**config.mk**
```make
export PLATFORM = sky130hd
export DESIGN_NAME = ysyx_040750_trap_ctrl_flat
export DESIGN_NICKNAME = d
export VERILOG_FILES = /design/src/rtl/ysyx_040750_trap_ctrl_if.sv /design/src/rtl/ysyx_040750_trap_ctrl.sv /design/src/flat_wrapper.sv
export SDC_FILE = /design/constraint.sdc
export NUM_CORES = 1
export LEC_CHECK = 0
export BUFFER_PORTS_ARGS = -buffer_cell sky130_fd_sc_hd__buf_2
export CAP_MARGIN = 20
export CORE_AREA = 2 2 105 107
export DETAILED_ROUTE_END_ITERATION = 12
export DIE_AREA = 0 0 107 109
export GPL_TIMING_DRIVEN = 0
export PLACE_DENSITY = 0.76
export SLEW_MARGIN = 10
export SYNTH_ARGS = -nofsm -noshare
export SYNTH_HDL_FRONTEND = slang
export SYNTH_SLANG_ARGS = --single-unit
```
**constraint.sdc**
```tcl
create_clock -name I_sys_clk -period 2.9 [get_ports I_sys_clk]
set_clock_uncertainty 0.15 [all_clocks]
set_input_delay 0.58 -clock I_sys_clk [delete_from_list [all_inputs] [get_ports I_sys_clk]]
set_output_delay 0.58 -clock I_sys_clk [all_outputs]
set_load 0.005 [all_outputs]
```
**src/rtl/ysyx_040750_trap_ctrl_if.sv**
```systemverilog
// Commit-stage, CSR and fetch-redirect signals shared between the core
// pipeline (master) and the trap controller (slave).
interface ysyx_040750_trap_ctrl_if;
   logic        I_WB_valid;
   logic        I_WB_ecall;
   logic        I_WB_mret;
   logic [31:0] I_WB_pc;
   logic        I_timer_intr;
   logic        I_pipe_empty;
   logic [31:0] I_next_pc;
   logic [63:0] I_csr_rd_data;
   logic        I_redirect_ready;

   logic        O_stall;
   logic        O_flush;
   logic        O_csr_intr_wr;
   logic        O_csr_intr_rd;
   logic        O_csr_mret_wr;
   logic        O_csr_mret_rd;
   logic        O_csr_commit;
   logic [31:0] O_intr_pc;
   logic [63:0] O_intr_no;
   logic        O_redirect_valid;
   logic [31:0] O_redirect_pc;
   logic        O_drain_err;

   modport master (
      output I_WB_valid, I_WB_ecall, I_WB_mret, I_WB_pc, I_timer_intr,
             I_pipe_empty, I_next_pc, I_csr_rd_data, I_redirect_ready,
      input  O_stall, O_flush, O_csr_intr_wr, O_csr_intr_rd, O_csr_mret_wr,
             O_csr_mret_rd, O_csr_commit, O_intr_pc, O_intr_no,
             O_redirect_valid, O_redirect_pc, O_drain_err
   );

   modport slave (
      input  I_WB_valid, I_WB_ecall, I_WB_mret, I_WB_pc, I_timer_intr,
             I_pipe_empty, I_next_pc, I_csr_rd_data, I_redirect_ready,
      output O_stall, O_flush, O_csr_intr_wr, O_csr_intr_rd, O_csr_mret_wr,
             O_csr_mret_rd, O_csr_commit, O_intr_pc, O_intr_no,
             O_redirect_valid, O_redirect_pc, O_drain_err
   );
endinterface

```
**src/rtl/ysyx_040750_trap_ctrl.sv**
```systemverilog
// Trap / mret sequencer: drains the pipe for timer interrupts, pulses the
// CSR save/restore strobes for one cycle, then redirects fetch.
//
// state | meaning
// IDLE  | no trap activity, pipeline runs freely
// DRAIN | timer pending, fetch held until the pipe is empty
// TRAP  | one cycle: save mepc/mcause, read mtvec, flush
// MRET  | one cycle: read mepc, flush
// REDIR | redirect target presented until fetch accepts it
module ysyx_040750_trap_ctrl #(
   parameter logic [63:0] ECALL_CAUSE = 64'd11,
   parameter logic [63:0] TIMER_CAUSE = 64'h8000_0000_0000_0007,
   parameter int unsigned DRAIN_MAX   = 32
) (
   input logic                    I_sys_clk,
   input logic                    I_rst,
   ysyx_040750_trap_ctrl_if.slave bus
);
   localparam int unsigned      CNT_W    = $clog2(DRAIN_MAX + 1);
   localparam logic [CNT_W-1:0] CNT_LOAD = CNT_W'(DRAIN_MAX);
   localparam logic [CNT_W-1:0] CNT_ONE  = CNT_W'(1);

   typedef enum logic [2:0] {
      IDLE  = 3'd0,
      DRAIN = 3'd1,
      TRAP  = 3'd2,
      MRET  = 3'd3,
      REDIR = 3'd4
   } state_t;

   state_t           state_q;
   logic [CNT_W-1:0] drain_cnt_q;
   logic [31:0]      epc_q;
   logic [63:0]      cause_q;
   logic [31:0]      redir_pc_q;
   logic             redir_valid_q;
   logic             stall_q;
   logic             flush_q;
   logic             intr_wr_q;
   logic             intr_rd_q;
   logic             mret_wr_q;
   logic             mret_rd_q;
   logic             commit_q;
   logic             drain_err_q;

   logic             can_take_d;
   logic             take_ecall_d;
   logic             take_mret_d;
   logic             take_timer_d;
   logic             drop_timer_d;
   logic             enter_trap_d;
   logic [31:0]      trap_epc_d;
   logic [63:0]      trap_cause_d;
   logic [31:0]      mtvec_pc_d;
   logic [31:0]      mepc_pc_d;
   logic [31:0]      unused_csr_hi;

   // Commits outrank the timer: ecall first, then mret, in IDLE and DRAIN alike.
   always_comb begin
      can_take_d   = (state_q == IDLE) || (state_q == DRAIN);
      take_ecall_d = can_take_d && bus.I_WB_valid && bus.I_WB_ecall;
      take_mret_d  = can_take_d && bus.I_WB_valid && bus.I_WB_mret && !bus.I_WB_ecall;
      take_timer_d = 1'b0;
      drop_timer_d = 1'b0;
      if ((state_q == DRAIN) && !take_ecall_d && !take_mret_d && bus.I_pipe_empty) begin
         take_timer_d = bus.I_timer_intr;
         drop_timer_d = !bus.I_timer_intr;
      end
      enter_trap_d = take_ecall_d || take_timer_d;
      trap_epc_d   = take_timer_d ? bus.I_next_pc : bus.I_WB_pc;
      trap_cause_d = take_timer_d ? TIMER_CAUSE : ECALL_CAUSE;
      mtvec_pc_d   = {bus.I_csr_rd_data[31:2], 2'b00};
      mepc_pc_d    = bus.I_csr_rd_data[31:0];
   end

   assign unused_csr_hi = bus.I_csr_rd_data[63:32];

   always_ff @(posedge I_sys_clk) begin
      if (I_rst) begin
         state_q       <= IDLE;
         drain_cnt_q   <= '0;
         epc_q         <= '0;
         cause_q       <= '0;
         redir_pc_q    <= '0;
         redir_valid_q <= 1'b0;
         stall_q       <= 1'b0;
         flush_q       <= 1'b0;
         intr_wr_q     <= 1'b0;
         intr_rd_q     <= 1'b0;
         mret_wr_q     <= 1'b0;
         mret_rd_q     <= 1'b0;
         commit_q      <= 1'b0;
         drain_err_q   <= 1'b0;
      end else begin
         flush_q     <= 1'b0;
         intr_wr_q   <= 1'b0;
         intr_rd_q   <= 1'b0;
         mret_wr_q   <= 1'b0;
         mret_rd_q   <= 1'b0;
         commit_q    <= 1'b0;
         drain_err_q <= 1'b0;
         unique case (state_q)
            IDLE, DRAIN: begin
               if (enter_trap_d) begin
                  state_q   <= TRAP;
                  epc_q     <= trap_epc_d;
                  cause_q   <= trap_cause_d;
                  intr_wr_q <= 1'b1;
                  intr_rd_q <= 1'b1;
                  commit_q  <= 1'b1;
                  flush_q   <= 1'b1;
                  stall_q   <= 1'b1;
               end else if (take_mret_d) begin
                  state_q   <= MRET;
                  mret_wr_q <= 1'b1;
                  mret_rd_q <= 1'b1;
                  commit_q  <= 1'b1;
                  flush_q   <= 1'b1;
                  stall_q   <= 1'b1;
               end else if (state_q == IDLE) begin
                  if (bus.I_timer_intr) begin
                     state_q     <= DRAIN;
                     stall_q     <= 1'b1;
                     drain_cnt_q <= CNT_LOAD;
                  end
               end else if (drop_timer_d) begin
                  state_q <= IDLE;
                  stall_q <= 1'b0;
               end else begin
                  // Timeout is reported once; the drain keeps waiting afterwards.
                  if (drain_cnt_q != '0) begin
                     drain_cnt_q <= drain_cnt_q - CNT_ONE;
                  end
                  drain_err_q <= (drain_cnt_q == CNT_ONE);
               end
            end
            TRAP: begin
               redir_pc_q    <= mtvec_pc_d;
               redir_valid_q <= 1'b1;
               state_q       <= REDIR;
            end
            MRET: begin
               redir_pc_q    <= mepc_pc_d;
               redir_valid_q <= 1'b1;
               state_q       <= REDIR;
            end
            REDIR: begin
               if (bus.I_redirect_ready) begin
                  redir_valid_q <= 1'b0;
                  stall_q       <= 1'b0;
                  state_q       <= IDLE;
               end
            end
            default: begin
               state_q       <= IDLE;
               redir_valid_q <= 1'b0;
               stall_q       <= 1'b0;
            end
         endcase
      end
   end

   assign bus.O_stall          = stall_q;
   assign bus.O_flush          = flush_q;
   assign bus.O_csr_intr_wr    = intr_wr_q;
   assign bus.O_csr_intr_rd    = intr_rd_q;
   assign bus.O_csr_mret_wr    = mret_wr_q;
   assign bus.O_csr_mret_rd    = mret_rd_q;
   assign bus.O_csr_commit     = commit_q;
   assign bus.O_intr_pc        = epc_q;
   assign bus.O_intr_no        = cause_q;
   assign bus.O_redirect_valid = redir_valid_q;
   assign bus.O_redirect_pc    = redir_pc_q;
   assign bus.O_drain_err      = drain_err_q;
endmodule

```
**src/flat_wrapper.sv**
```systemverilog
// flat-port wrapper written by rule: the top's interface ports become plain ports
module ysyx_040750_trap_ctrl_flat 
#(
   parameter logic [63:0] ECALL_CAUSE = 64'd11,
   parameter logic [63:0] TIMER_CAUSE = 64'h8000_0000_0000_0007,
   parameter int unsigned DRAIN_MAX   = 32
)
  (I_sys_clk, I_rst, bus_I_WB_valid, bus_I_WB_ecall, bus_I_WB_mret, bus_I_WB_pc, bus_I_timer_intr, bus_I_pipe_empty, bus_I_next_pc, bus_I_csr_rd_data, bus_I_redirect_ready, bus_O_stall, bus_O_flush, bus_O_csr_intr_wr, bus_O_csr_intr_rd, bus_O_csr_mret_wr, bus_O_csr_mret_rd, bus_O_csr_commit, bus_O_intr_pc, bus_O_intr_no, bus_O_redirect_valid, bus_O_redirect_pc, bus_O_drain_err);
  ysyx_040750_trap_ctrl_if bus_i ();
  input logic I_sys_clk;
  input logic I_rst;
  input wire logic [$bits(bus_i.I_WB_valid)-1:0] bus_I_WB_valid;
  input wire logic [$bits(bus_i.I_WB_ecall)-1:0] bus_I_WB_ecall;
  input wire logic [$bits(bus_i.I_WB_mret)-1:0] bus_I_WB_mret;
  input wire logic [$bits(bus_i.I_WB_pc)-1:0] bus_I_WB_pc;
  input wire logic [$bits(bus_i.I_timer_intr)-1:0] bus_I_timer_intr;
  input wire logic [$bits(bus_i.I_pipe_empty)-1:0] bus_I_pipe_empty;
  input wire logic [$bits(bus_i.I_next_pc)-1:0] bus_I_next_pc;
  input wire logic [$bits(bus_i.I_csr_rd_data)-1:0] bus_I_csr_rd_data;
  input wire logic [$bits(bus_i.I_redirect_ready)-1:0] bus_I_redirect_ready;
  output wire logic [$bits(bus_i.O_stall)-1:0] bus_O_stall;
  output wire logic [$bits(bus_i.O_flush)-1:0] bus_O_flush;
  output wire logic [$bits(bus_i.O_csr_intr_wr)-1:0] bus_O_csr_intr_wr;
  output wire logic [$bits(bus_i.O_csr_intr_rd)-1:0] bus_O_csr_intr_rd;
  output wire logic [$bits(bus_i.O_csr_mret_wr)-1:0] bus_O_csr_mret_wr;
  output wire logic [$bits(bus_i.O_csr_mret_rd)-1:0] bus_O_csr_mret_rd;
  output wire logic [$bits(bus_i.O_csr_commit)-1:0] bus_O_csr_commit;
  output wire logic [$bits(bus_i.O_intr_pc)-1:0] bus_O_intr_pc;
  output wire logic [$bits(bus_i.O_intr_no)-1:0] bus_O_intr_no;
  output wire logic [$bits(bus_i.O_redirect_valid)-1:0] bus_O_redirect_valid;
  output wire logic [$bits(bus_i.O_redirect_pc)-1:0] bus_O_redirect_pc;
  output wire logic [$bits(bus_i.O_drain_err)-1:0] bus_O_drain_err;
  assign bus_i.I_WB_valid = bus_I_WB_valid;
  assign bus_i.I_WB_ecall = bus_I_WB_ecall;
  assign bus_i.I_WB_mret = bus_I_WB_mret;
  assign bus_i.I_WB_pc = bus_I_WB_pc;
  assign bus_i.I_timer_intr = bus_I_timer_intr;
  assign bus_i.I_pipe_empty = bus_I_pipe_empty;
  assign bus_i.I_next_pc = bus_I_next_pc;
  assign bus_i.I_csr_rd_data = bus_I_csr_rd_data;
  assign bus_i.I_redirect_ready = bus_I_redirect_ready;
  assign bus_O_stall = bus_i.O_stall;
  assign bus_O_flush = bus_i.O_flush;
  assign bus_O_csr_intr_wr = bus_i.O_csr_intr_wr;
  assign bus_O_csr_intr_rd = bus_i.O_csr_intr_rd;
  assign bus_O_csr_mret_wr = bus_i.O_csr_mret_wr;
  assign bus_O_csr_mret_rd = bus_i.O_csr_mret_rd;
  assign bus_O_csr_commit = bus_i.O_csr_commit;
  assign bus_O_intr_pc = bus_i.O_intr_pc;
  assign bus_O_intr_no = bus_i.O_intr_no;
  assign bus_O_redirect_valid = bus_i.O_redirect_valid;
  assign bus_O_redirect_pc = bus_i.O_redirect_pc;
  assign bus_O_drain_err = bus_i.O_drain_err;
  ysyx_040750_trap_ctrl #(.ECALL_CAUSE(ECALL_CAUSE), .TIMER_CAUSE(TIMER_CAUSE), .DRAIN_MAX(DRAIN_MAX)) u_core (.I_sys_clk(I_sys_clk), .I_rst(I_rst), .bus(bus_i));
endmodule
```
==> results.json <==
{
  "outcome": "finished clean",
  "clkSlewWorstSetupHoldPaths_ns": 0.09,
  "drv_slew": 0,
  "fin_crit_sh_pct": 73.3,
  "cts_tree": "done",
  "grt-ovfl-total": 0,
  "via_per_inst": 4.36,
  "drt_wl_total_mm": 10.0,
  "relSlewSlack_pct": 57.5,
  "ys_ff_latch": 82,
  "first_pass_iters": 5,
  "crit_type": "reg2reg",
  "ant_nets": 0,
  "grt_pass1_wl_mm": 15.3,
  "rsz0062_at_grt": "false",
  "finalSetupViolations": 0,
  "hold_path_class": "reg2reg",
  "hold_viol": 0,
  "clk_latency_ns": 0.35,
  "max_clock_freq_mhz": 470,
  "die-height_um": 109,
  "power.density_mw_per_mm2": 499,
  "worstPathMaxFanout": 10,
  "grt_max_degree": 15,
  "dieArea_mm2": 0.0117,
  "clkPwrFrac_pct": 33.0,
  "dpl.hpwl_mm": 7.84,
  "max_cap_violations": 0,
  "end_kind": "register",
  "yosysWarnings": 0,
  "share_comb_of_total_power_pct": 19.2,
  "switching_share_pct": 27.9,
  "final_cells": 845,
  "ctsHoldBuffers": 0,
  "port_buffers": 181,
  "clk_path_buf_depth": 2,
  "synth-seq-area-share_pct": 44.6,
  "antenna-diode-count": 0,
  "antenna_found_initial": 0,
  "seq_power_share_pct": 47.8,
  "place_inst": 829,
  "worstPathArrival_ns": 2.26,
  "coreArea_mm2": 0.0106,
  "syn-cell-area_mm2": 0.00368,
  "vias": 3682,
  "required_ns": 3.03,
  "io_pins": 273,
  "ir_drop_v": 0.000258,
  "avgSynthCellArea_um2": 8.19,
  "cts_buffers": 9,
  "cp-start-kind": "register",
  "row_count": 38,
  "finalCriticalPeriod_ns": 2.13,
  "die_w_um": 107,
  "leakage_nw": 2.56,
  "area_growth_pct": 40.8,
  "clock_sinks": 82,
  "drive_gt1_share_pct": 38.7,
  "final_cell_mix": "buf_2, nand2_1, dfxtp_1",
  "worst_slew_pin_slew_ns": 0.638,
  "post_drt_wl_per_cell_um": 11.9,
  "start_util_pct": 34.7,
  "fin_nets": 838,
  "yosysUniqueCellTypes": 42,
  "first_global_vias": 3293,
  "layout_commonest_cell": "buf_2",
  "route.detailed.drc": 0,
  "p_int_mw": 1.87,
  "syn_inst": 450,
  "setup_tns_ns": 0,
  "clockRootBuffer": "clkbuf_8",
  "gp_congestion": 0.804,
  "cts_resized": 0,
  "htreeDepth": 3,
  "power_switching_mw": 0.723,
  "drtIter0Drc": 167,
  "grt_usage_pct": 16.5,
  "post_cts_buffers": 0
}
[critical path: stages, from the launching register on]
cell	delay, ns
dfxtp_1	0.32
clkbuf_1	0.30
nor4bb_1	0.10
clkbuf_1	0.21
a31oi_2	0.44
buf_2	0.31
nand2_1	0.07
a21oi_1	0.14
[synthesized netlist by cell type, drive strengths merged]
| master | instances | area share (%) |
|---|---|---|
| nand2 | 97 | 9.9 |
| dfxtp | 82 | 45 |
| a21oi | 72 | 9.8 |
| buf | 72 | 14 |
| a22oi | 32 | 6.5 |
| clkbuf | 23 | 2.3 |
| nor2 | 12 | 1.2 |
| inv | 7 | 0.71 |
| o21ai | 5 | 0.68 |
| and3 | 4 | 0.75 |
| nand2b | 4 | 0.88 |
| nand3 | 4 | 0.54 |
| nor3 | 4 | 0.54 |
| or3 | 3 | 0.51 |
| ha | 2 | 0.68 |
| nand3b | 2 | 0.41 |
| o211ai | 2 | 0.41 |
| o21a | 2 | 0.41 |
| o311ai | 2 | 0.48 |
| or4 | 2 | 0.41 |
| a2111o | 1 | 0.31 |
| a211oi | 1 | 0.20 |
| a21boi | 1 | 0.20 |
| a221oi | 1 | 0.24 |
| a22o | 1 | 0.24 |
| a311o | 1 | 0.27 |
| a31oi | 1 | 0.34 |
| conb | 1 | 0.10 |
| nand4 | 1 | 0.17 |
| nand4b | 1 | 0.24 |
| nor2b | 1 | 0.17 |
| nor3b | 1 | 0.34 |
| nor4bb | 1 | 0.27 |
| o22ai | 1 | 0.17 |
| o31ai | 1 | 0.20 |
| o32ai | 1 | 0.24 |
| or4b | 1 | 0.27 |
[metrics by stage]
step	instance area, um^2	hold WS [ns]	util [%]	setup slack [ns]	total power, mW
6_report	5190	0.303	48.9	0.774	2.59
5_1_grt	5190	0.286	48.9	0.400	2.74
4_1_cts	5190	0.292	48.9	0.708	2.62
3_5_place_dp	4980	0.294	47.0	0.566	1.76
3_3_place_gp	4980	0.289	47.0	0.532	1.76
2_1_floorplan	3900	0.293	-	0.918	1.56
[power groups by stage]
stage	sequential (mW)	combinational, mW	clock (mW)
6_report	1.24	0.496	0.854
4_1_cts	1.24	0.499	0.882
2_1_floorplan	1.27	0.296	0
5_1_grt	1.25	0.556	0.932
3_5_place_dp	1.26	0.497	0
3_3_place_gp	1.26	0.495	0
[logic make-up (layout without fill, tap and decap cells)]
logic type | count (synthesis) | count (layout) | share of synthesized area (%)
AO/OA/AOI/OAI | 125 | 125 | 20.7
adder cells (fa/ha/maj) | 2 | 2 | 0.679
AND/OR/NAND/NOR | 138 | 138 | 16.6
flip-flops | 82 | 82 | 44.6
buffers and inverters | 102 | 299 | 17.4
other | 1 | 59 | 0.102
[layout make-up]
type	instances	area [um^2]
fillers	1084	5420
flip-flops and latches	82	1640
multi-input cells	324	1620
repair buffers	181	906
plain buffers	95	613
well taps	140	175
clock buffers	11	141
clock inverters	5	62.6
inverters	7	26.3
[sequential cells by signal, indices dropped and copies added (netlist names)]
register                     count
u_core.bus.O_csr_intr_wr         1
u_core.state_q                   3
u_core.bus.O_stall               1
u_core.bus.O_csr_commit          1
u_core.bus.O_intr_no             3
u_core.drain_cnt_q               6
u_core.bus.O_redirect_valid      1
u_core.bus.O_csr_mret_wr         1
u_core.bus.O_intr_pc            32
u_core.bus.O_drain_err           1
u_core.bus.O_redirect_pc        32
[final timing paths]
| path | startpoint | end | slack, ns | cells past startpoint |
|---|---|---|---|---|
| worst max-delay path | u_core.state_q[2]$_SDFFE_PP0P_ | u_core.bus.O_intr_pc[7]$_SDFFE_PP0P_ | 0.77 | 7 |
| worst min-delay path | u_core.bus.O_redirect_pc[29]$_SDFFE_PP0P_ | u_core.bus.O_redirect_pc[29]$_SDFFE_PP0P_ | 0.30 | 2 |
| worst max register to register | u_core.state_q[2]$_SDFFE_PP0P_ | u_core.bus.O_intr_pc[7]$_SDFFE_PP0P_ | 0.77 | 7 |
| worst min register to register | u_core.bus.O_redirect_pc[29]$_SDFFE_PP0P_ | u_core.bus.O_redirect_pc[29]$_SDFFE_PP0P_ | 0.30 | 2 |
[per-layer routing]
metal	GRT usage, %	share of wire (%)	vias to the layer above	wire [um]
met3	5.98	10	9	1020
met4	4.45	0.88	0	88
li1	-	-	1914	-
met5	0	0	-	0
met2	28.4	47	158	4710
met1	19.4	42	1601	4230
No activity file was read; power rests on OpenSTA's default activity.
